$ cat src/rtl/keypad_pkg.sv
// Shared types and default timing for the keypad scanner.
package keypad_pkg;

  typedef enum logic {
    SETTLE = 1'b0,
    DWELL  = 1'b1
  } state_t;

  typedef logic [3:0] key_code_t;

  localparam int unsigned DEF_SETTLE_CYCLES = 4;
  localparam int unsigned DEF_DWELL_CYCLES  = 8;
  localparam int unsigned DEF_FIFO_DEPTH    = 4;

endpackage

$ cat src/rtl/key_fifo.sv
// Key-code queue; a push while full is accepted only if a pop happens in the same cycle.
module key_fifo
  import keypad_pkg::*;
#(
  parameter int unsigned DEPTH = DEF_FIFO_DEPTH
) (
  input  logic      clk,
  input  logic      rst,
  input  logic      push,
  input  logic      pop,
  input  key_code_t din,
  output key_code_t dout,
  output logic      full,
  output logic      empty
);

  localparam int unsigned PTR_W = (DEPTH > 1) ? $clog2(DEPTH) : 1;
  localparam int unsigned CNT_W = $clog2(DEPTH + 1);

  key_code_t        mem [DEPTH];
  logic [PTR_W-1:0] wr_ptr;
  logic [PTR_W-1:0] rd_ptr;
  logic [CNT_W-1:0] count;
  logic             do_push;
  logic             do_pop;

  assign full    = (count == CNT_W'(DEPTH));
  assign empty   = (count == '0);
  assign do_pop  = pop && !empty;
  assign do_push = push && (!full || do_pop);
  assign dout    = empty ? '0 : mem[rd_ptr];

  always_ff @(posedge clk) begin
    if (rst) begin
      wr_ptr <= '0;
      rd_ptr <= '0;
      count  <= '0;
    end else begin
      if (do_push) wr_ptr <= wr_ptr + PTR_W'(1);
      if (do_pop)  rd_ptr <= rd_ptr + PTR_W'(1);
      count <= count + CNT_W'(do_push) - CNT_W'(do_pop);
    end
  end

  // Storage needs no reset: entries are only read once written.
  always_ff @(posedge clk) begin
    if (do_push) mem[wr_ptr] <= din;
  end

endmodule

$ cat src/rtl/keypad_scanner.sv
// 4x4 keypad column scanner with held-key suppression and a key-code queue.
module keypad_scanner
  import keypad_pkg::*;
#(
  parameter int unsigned SETTLE_CYCLES = DEF_SETTLE_CYCLES,
  parameter int unsigned DWELL_CYCLES  = DEF_DWELL_CYCLES,
  parameter int unsigned FIFO_DEPTH    = DEF_FIFO_DEPTH
) (
  input  logic       clk,
  input  logic       rst,
  input  logic [3:0] buttonMux,
  input  logic [3:0] row,
  output logic [3:0] column,
  output logic       en,
  output logic       key_valid,
  output logic [3:0] key_code,
  input  logic       key_ready,
  output logic       overflow
);

  localparam int unsigned MAX_CYC = (SETTLE_CYCLES > DWELL_CYCLES) ? SETTLE_CYCLES : DWELL_CYCLES;
  localparam int unsigned CNT_W   = (MAX_CYC > 1) ? $clog2(MAX_CYC) : 1;

  state_t           state;
  logic [CNT_W-1:0] cnt;
  logic [1:0]       col_idx;
  logic [15:0]      held;
  logic [15:0]      held_next;
  logic [3:0]       row_s1;
  logic [3:0]       row_s;

  logic [3:0]       held_col;
  logic [3:0]       elig;
  logic             accept;
  logic [1:0]       acc_row;
  logic             last_dwell;
  logic             pop;
  logic             push;
  logic             drop;
  logic             fifo_full;
  logic             fifo_empty;
  key_code_t        push_code;

  assign held_col   = held[{col_idx, 2'b00} +: 4];
  assign last_dwell = (state == DWELL) && (cnt == CNT_W'(DWELL_CYCLES - 1));
  assign pop        = key_valid && key_ready;
  assign push       = accept && (!fifo_full || pop);
  assign drop       = accept && fifo_full && !pop;
  assign push_code  = {col_idx, acc_row};
  assign key_valid  = !fifo_empty;

  // Lowest eligible row wins; the rest of the same cycle's pulses are discarded.
  always_comb begin
    elig    = buttonMux & ~held_col;
    accept  = 1'b0;
    acc_row = '0;
    if (state == DWELL) begin
      for (int r = 3; r >= 0; r--) begin
        if (elig[r]) begin
          accept  = 1'b1;
          acc_row = 2'(r);
        end
      end
    end
  end

  // Release uses the synchronized rows; a same-cycle acceptance takes precedence.
  always_comb begin
    held_next = held;
    if (last_dwell) begin
      for (int r = 0; r < 4; r++) begin
        if (!row_s[r]) held_next[{col_idx, 2'(r)}] = 1'b0;
      end
    end
    if (push) held_next[push_code] = 1'b1;
  end

  always_ff @(posedge clk) begin
    if (rst) begin
      state    <= SETTLE;
      cnt      <= '0;
      col_idx  <= '0;
      column   <= 4'b0001;
      en       <= 1'b0;
      held     <= '0;
      row_s1   <= '0;
      row_s    <= '0;
      overflow <= 1'b0;
    end else begin
      row_s1 <= row;
      row_s  <= row_s1;
      held   <= held_next;
      if (drop) overflow <= 1'b1;
      case (state)
        SETTLE: begin
          if (cnt == CNT_W'(SETTLE_CYCLES - 1)) begin
            state <= DWELL;
            cnt   <= '0;
            en    <= 1'b1;
          end else begin
            cnt <= cnt + CNT_W'(1);
          end
        end
        DWELL: begin
          if (last_dwell) begin
            state   <= SETTLE;
            cnt     <= '0;
            en      <= 1'b0;
            col_idx <= col_idx + 2'd1;
            column  <= {column[2:0], column[3]};
          end else begin
            cnt <= cnt + CNT_W'(1);
          end
        end
        default: begin
          state <= SETTLE;
          cnt   <= '0;
        end
      endcase
    end
  end

  key_fifo #(
    .DEPTH(FIFO_DEPTH)
  ) u_fifo (
    .clk  (clk),
    .rst  (rst),
    .push (push),
    .pop  (pop),
    .din  (push_code),
    .dout (key_code),
    .full (fifo_full),
    .empty(fifo_empty)
  );

endmodule
$ cat config.mk
export PLATFORM = sky130hd
export DESIGN_NAME = keypad_scanner
export DESIGN_NICKNAME = d
export VERILOG_FILES = /design/src/rtl/keypad_pkg.sv /design/src/rtl/key_fifo.sv /design/src/rtl/keypad_scanner.sv
export SDC_FILE = /design/constraint.sdc
export NUM_CORES = 1
export LEC_CHECK = 0
export BUFFER_PORTS_ARGS = -buffer_cell sky130_fd_sc_hd__buf_4
export CORE_MARGIN = 10
export CORE_UTILIZATION = 45
export DETAILED_ROUTE_END_ITERATION = 16
export GPL_TIMING_DRIVEN = 1
export PLACE_DENSITY = 0.74
export SYNTH_ARGS = -nofsm -noshare
export SYNTH_HDL_FRONTEND = slang
export SYNTH_SLANG_ARGS = --single-unit
$ cat constraint.sdc
create_clock -name clk -period 2.3 [get_ports clk]
set_input_delay 0.23 -clock clk [delete_from_list [all_inputs] [get_ports clk]]
set_output_delay 0.23 -clock clk [all_outputs]
set_load 0.01 [all_outputs]
==> Yosys cells after proc, flatten, opt, wreduce, memory -nomap -nowiden <==
Memory sizes are Yosys's and may differ from the RTL's. A register that Yosys moved wholly into a read port is not among the register bits.
Index checks and enable logic that the tools add are counted.
{ "totals": {"register_bits": 43, "ramBits": 16, "in_bits": 11, "out_inout_bits": 11, "elab_cells": 110, "n_memories": 1} }
{ "memory_table": {"columns": ["name", "words", "word_bits", "rd", "rd_ports_with_merged_regs", "write_ports", "line_no", "text"], "rows": [
  ["u_fifo.mem", 4, 4, 1, 1, 1, "key_fifo.sv:20", "key_code_t mem [DEPTH];"]
]} }
{ "classes": {"add_sub_neg": 6, "order_cmp": 10, "n_eq_ne": 5, "shifts": 1, "muxes": 43, "n_bitwise": 12, "reduce_logical": 20} }
{ "ops": {"columns": ["op", "count"], "rows": [
  ["16-bit two-way mux", 9],
  ["16-bit bitwise AND", 4],
  ["4-bit by 5-bit less-than comparator with 1-bit output, second input constant", 5],
  ["4-bit by 1-bit greater-or-equal comparator with 1-bit output, second input constant", 5],
  ["1-bit two-way mux", 16],
  ["13-bit inverter with 16-bit output", 1],
  ["14-bit inverter with 16-bit output", 1],
  ["15-bit inverter with 16-bit output", 1],
  ["16-bit inverter", 1],
  ["16-bit bitwise OR", 1],
  ["16-bit by 5-bit variable part select with 4-bit output", 1],
  ["2-bit two-way mux", 7],
  ["1-bit logical AND", 12],
  ["1-bit demux with 2-bit select", 4],
  ["2-bit by 1-bit adder with 2-bit output, second input constant", 3],
  ["3-bit equality test, second input constant", 2],
  ["3-bit two-way mux", 2],
  ["3-bit case mux with 2 select lines", 1],
  ["4-bit bitwise AND", 1],
  ["1-bit demux with 4-bit select", 1],
  ["4-bit two-way mux", 1],
  ["4-bit inverter", 1],
  ["1-bit case mux with 2 select lines", 2],
  ["2-bit AND reduction", 2],
  ["other kinds (10)", 13]
]} }

==> Logic depth before layout (Yosys ltp) <==
{ "logic_depth": {"ltp_word": 19, "mapped_depth": 11, "ltp_nobuf": 10} }

==> Cells and area by module <==
Synthesis repeated with hierarchy kept, for this count alone.
{ "hier_totals": {"cells_unflattened": 250, "area_unflattened_um2": 2805.2} }
{ "modules_own_cells": {"columns": ["mod", "n_inst", "cells_per_inst", "area_per_inst_um2", "seq_area_each_um2"], "rows": [
  ["keypad_scanner", 1, 179, 1710.4, 720.7],
  ["key_fifo", 1, 71, 1094.8, 660.6]
]} }

==> Worst setup path before layout <==
No wires, ideal clock.
{ "synth_timing": {"path_type": "register -> register", "startpoint": "register col_idx[1]", "endpoint": "register u_fifo.count[2]", "setup_time_ns": 0.128, "arrival_ns": 2.313, "setup_slack_ns": -0.141, "path_stages_with_launch": 12, "n_path_buf": 1, "period_less_slack_ns": 2.441, "path_cell_list": "dfxtp_1 > buf_6 > mux2_2 > o22ai_4 > nor2_2 > a21oi_4 > ha_1 > inv_1 > fa_1 > xor2_1 > xnor2_1 > nor2_1"} }
{ "synth_between": {"elab_chain_cells": 12} }
{ "synth_lines": {"columns": ["item", "line_no", "text"], "rows": [
  ["start: declaration", "keypad_scanner.sv:26", "logic [1:0] col_idx;"],
  ["start signal: assignment", "keypad_scanner.sv:109", "col_idx <= col_idx + 2'd1;"],
  ["16-bit by 5-bit variable part select with 4-bit output *", "keypad_scanner.sv:44", "assign held_col = held[{col_idx, 2'b00} +: 4];"],
  ["4-bit inverter *", "keypad_scanner.sv:54", "elig = buttonMux & ~held_col;"],
  ["4-bit bitwise AND *", "keypad_scanner.sv:54", null],
  ["1-bit two-way mux (3 in series)", "keypad_scanner.sv:59", "if (elig[r]) begin"],
  ["1-bit two-way mux *", "keypad_scanner.sv:59", null],
  ["1-bit two-way mux *", "keypad_scanner.sv:57", "if (state == DWELL) begin"],
  ["1-bit logical AND *", "keypad_scanner.sv:47", "assign push = accept && (!fifo_full || pop);"],
  ["1-bit logical AND *", "key_fifo.sv:30", "assign do_push = push && (!full || do_pop);"],
  ["3-bit by 1-bit adder with 3-bit output *", "key_fifo.sv:41", "count <= count + CNT_W'(do_push) - CNT_W'(do_pop);"],
  ["3-bit by 1-bit subtractor with 3-bit output *", "key_fifo.sv:41", null],
  ["end signal: assignment", "key_fifo.sv:41", null],
  ["end: declaration", "key_fifo.sv:23", "logic [CNT_W-1:0] count;"]
]} }
Mark *: on every way between the ends. The rest lies on a longest branch, timed or not.
A chain may end at the register's enable or synchronous reset.

==> Final worst setup path <==
Ends and elaborated chain as after synthesis.

==> impl_results.md <==
* Post-synth top cells: dfxtp_1, nand2_1, nor2_1
* Post-place setup slack at -0.0163 ns
* Synth area leaders: dfxtp_1, edfxtp_1, ha_1
* Dominant synthesized flop cell: dfxtp_1
* Drt pass-1 iters at 4
* First-pass GRT wire length at 8640 um
* Worst path arrival time at 2.47 ns
* Max VDD drop at 0.595 mV
* Overflow after GRT at 0
* WP buf/inv at 2
* Die area at 9570 um^2
* Hold crit path type: primary input to register
* Mapped Cells at 257
* PortBufs at 21
* Layout cells sized above 1 at 25.3%
* Worst slew margin at 67.4%
* Fin nets at 317
* Final setup viols at 0
* Async SR Flop Fraction at 0%
* DRC at 0
* Total of max-cap violations at 0
* Slew Limit Fails at 0
* Initial antenna violation count at 0
* Leak pwr at 1.23 nW
* Area share of the largest cell type after synthesis at 33.0%
* Largest net degree at the start of global routing at 47
* Root Driver: clkbuf_8
* RSZ-0062 raised after global routing: true
* P per Cell Area at 799 nW/um^2
* CTS tree: built
* DR vias at 1,861
* Largest area contributor in the netlist: dfxtp_1
* Worst endpoint required time at 2.51 ns
* Chip width at 97.8 um
* Diodes inserted at 0
* Slowest stage cell on the critical path: dfxtp_4
* Peak Freq at 0.443 GHz
* Worst-skew pair later-pin latency at 0.33 ns
* Worst-Margin Slew at 0.485 ns
* Die height at 97.8 um
* Fillers at 520
* Drt initial violations at 88
* Minimum clock period at 2.26 ns
* Seq/Total Area, Yosys at 50.7%
* Most common cell in the netlist: dfxtp_1
* TritonCTS buffer count at 9
* YS warnings at 0
* Post-route setup TNS at 0 ns
* Final ANT Viol Nets at 0
* WS Path Type: register to register
* Vias in the first global route at 1,813
* Crit share post-route at 98.1%
* Syn Area/Cell at 10.6 um^2
* Placer Congestion at 0.803
* Worst stage delay on the critical path at 0.39 ns
* Crit path max-delay family: adder cells
* CTS H-tree depth at 3
* EDFF count, synth at 16
* Area growth, synth to finish at 19.2%
* Final Skew at 0.00555 ns
* Reg clk slew, reported paths at 0.06 ns
* Yosys reg bits at 61
* Critical Path Fanout Max at 6
* Row cnt at 28
* CTS sink cnt at 61
* Io pins at 22
* Core footprint at 5890 um^2
* Syn Nets at 283
* Clock buffer depth at 2
* Distinct cells, synth at 39
* Total track usage at 11.1%
* Final Hold Fails at 0
* DR vias/cell at 5.02
* Final worst slack at 0.0440 ns
* Critical-path cell list: buf_6 -> mux2_4 -> o22ai_4 -> nor2_4 -> a21oi_4 -> ha_2 -> inv_2 -> fa_2 -> xor2_2 -> xnor2_1 -> nor2_1
* DP HPWL at 3760 um
* Total Routed Length at 5150 um
* Starting Density at 46.3%
* Outcome: finished clean
* Routed len/inst at 13.9 um
* Critical path capture point type: register
* Cts hold-fix bufs at 0
* Post-synthesis cell area at 2730 um^2
* Crit path launch type: register
report_power, final:
group | total [mW] | switching (mW) | internal (mW)
clock network | 0.891 | 0.391 | 0.499
registers | 1.21 | 0.0524 | 1.16
logic | 0.494 | 0.215 | 0.279
worst paths after layout:
| kind | to | depth (start not counted) | slack, ns | start |
|---|---|---|---|---|
| worst min-delay path | row_s1[1] | 2 | 0.10 | row[1] |
| worst max-delay path | u_fifo.count[2] | 11 | 0.04 | col_idx[1] |
| worst min register to register | cnt[0] | 1 | 0.43 | cnt[0] |
| worst max register to register | u_fifo.count[2] | 11 | 0.04 | col_idx[1] |
placed cells by master, fill, tap and decap left out, drive strengths merged, types with 4 or more instances in the layout:
cell type / netlist / final
a21oi: 8 / 8
a22oi: 12 / 12
a32oi: 4 / 4
and2: 11 / 11
buf: 1 / 35
clkbuf: 11 / 12
dfxtp: 45 / 45
edfxtp: 16 / 16
ha: 14 / 14
inv: 10 / 10
mux2: 8 / 8
mux4: 4 / 4
nand2: 33 / 33
nand2b: 7 / 7
nor2: 34 / 34
nor2b: 12 / 12
cell families after synthesis:
family	synth area share (%)
AO/OA/AOI/OAI	9.78
buffers and inverters	3.44
AND/OR/NAND/NOR	19.6
flip-flops	50.7
adder cells (fa/ha/maj)	7.16
multiplexers	7.76
XOR/XNOR	1.61
state kept, by name, indices dropped and copies added, names as in the netlist, named ones only:
signal         cells
column             4
u_fifo.count       3
u_fifo.wr_ptr      2
cnt                3
row_s1             4
u_fifo.mem        16
col_idx            2
en                 1
row_s              4
held              16
overflow           1
u_fifo.rd_ptr      2
metrics by stage:
stage,power (mW),cells,hold WS [ns],area [um^2],util [%]
floorplan,1.53,257,0.358,2750,-
global placement,1.71,353,0.414,3040,51.6
detailed placement,1.73,353,0.427,3040,51.6
CTS,2.62,369,0.0873,3220,54.8
global route,2.74,371,0.0910,3250,55.2
finish,2.60,371,0.104,3250,55.2
layout make-up:
| class | instances | area [um^2] | area share (%) |
|---|---|---|---|
| multi-input cells | 174 | 1280 | 39.5 |
| inverters | 10 | 37.5 | 1.16 |
| flip-flops and latches | 61 | 1390 | 42.6 |
| repair buffers | 35 | 267 | 8.20 |
| clock inverters | 4 | 48.8 | 1.50 |
| clock buffers | 12 | 135 | 4.16 |
| well taps | 75 | 93.8 | 2.89 |
worst reg2reg max path, delay by kind of cell (launching register included):
kind	cells	cell delay (ns)
fa+ha+maj	2	0.53
flops	1	0.39
compound gates	2	0.33
mux	1	0.31
xor+xnor	2	0.30
buf+inv	2	0.17
simple gates	2	0.12
per-layer routing:
metal,vias up,share of wire [%],GRT usage (%)
li1,944,-,-
met5,-,0,0
met1,877,43,12.0
met2,34,51,18.6
met4,0,1.6,5.37
met3,6,4.4,4.30
repair_timing:
item                                   4_1_cts  5_1_grt
pin swaps                                    0        3
setup endpoints to repair                    1        1
resized for setup                            1        5
endpoints found under the hold margin        0        0
setup buffers                                0        2
Power figures use the tool's default switching activity.
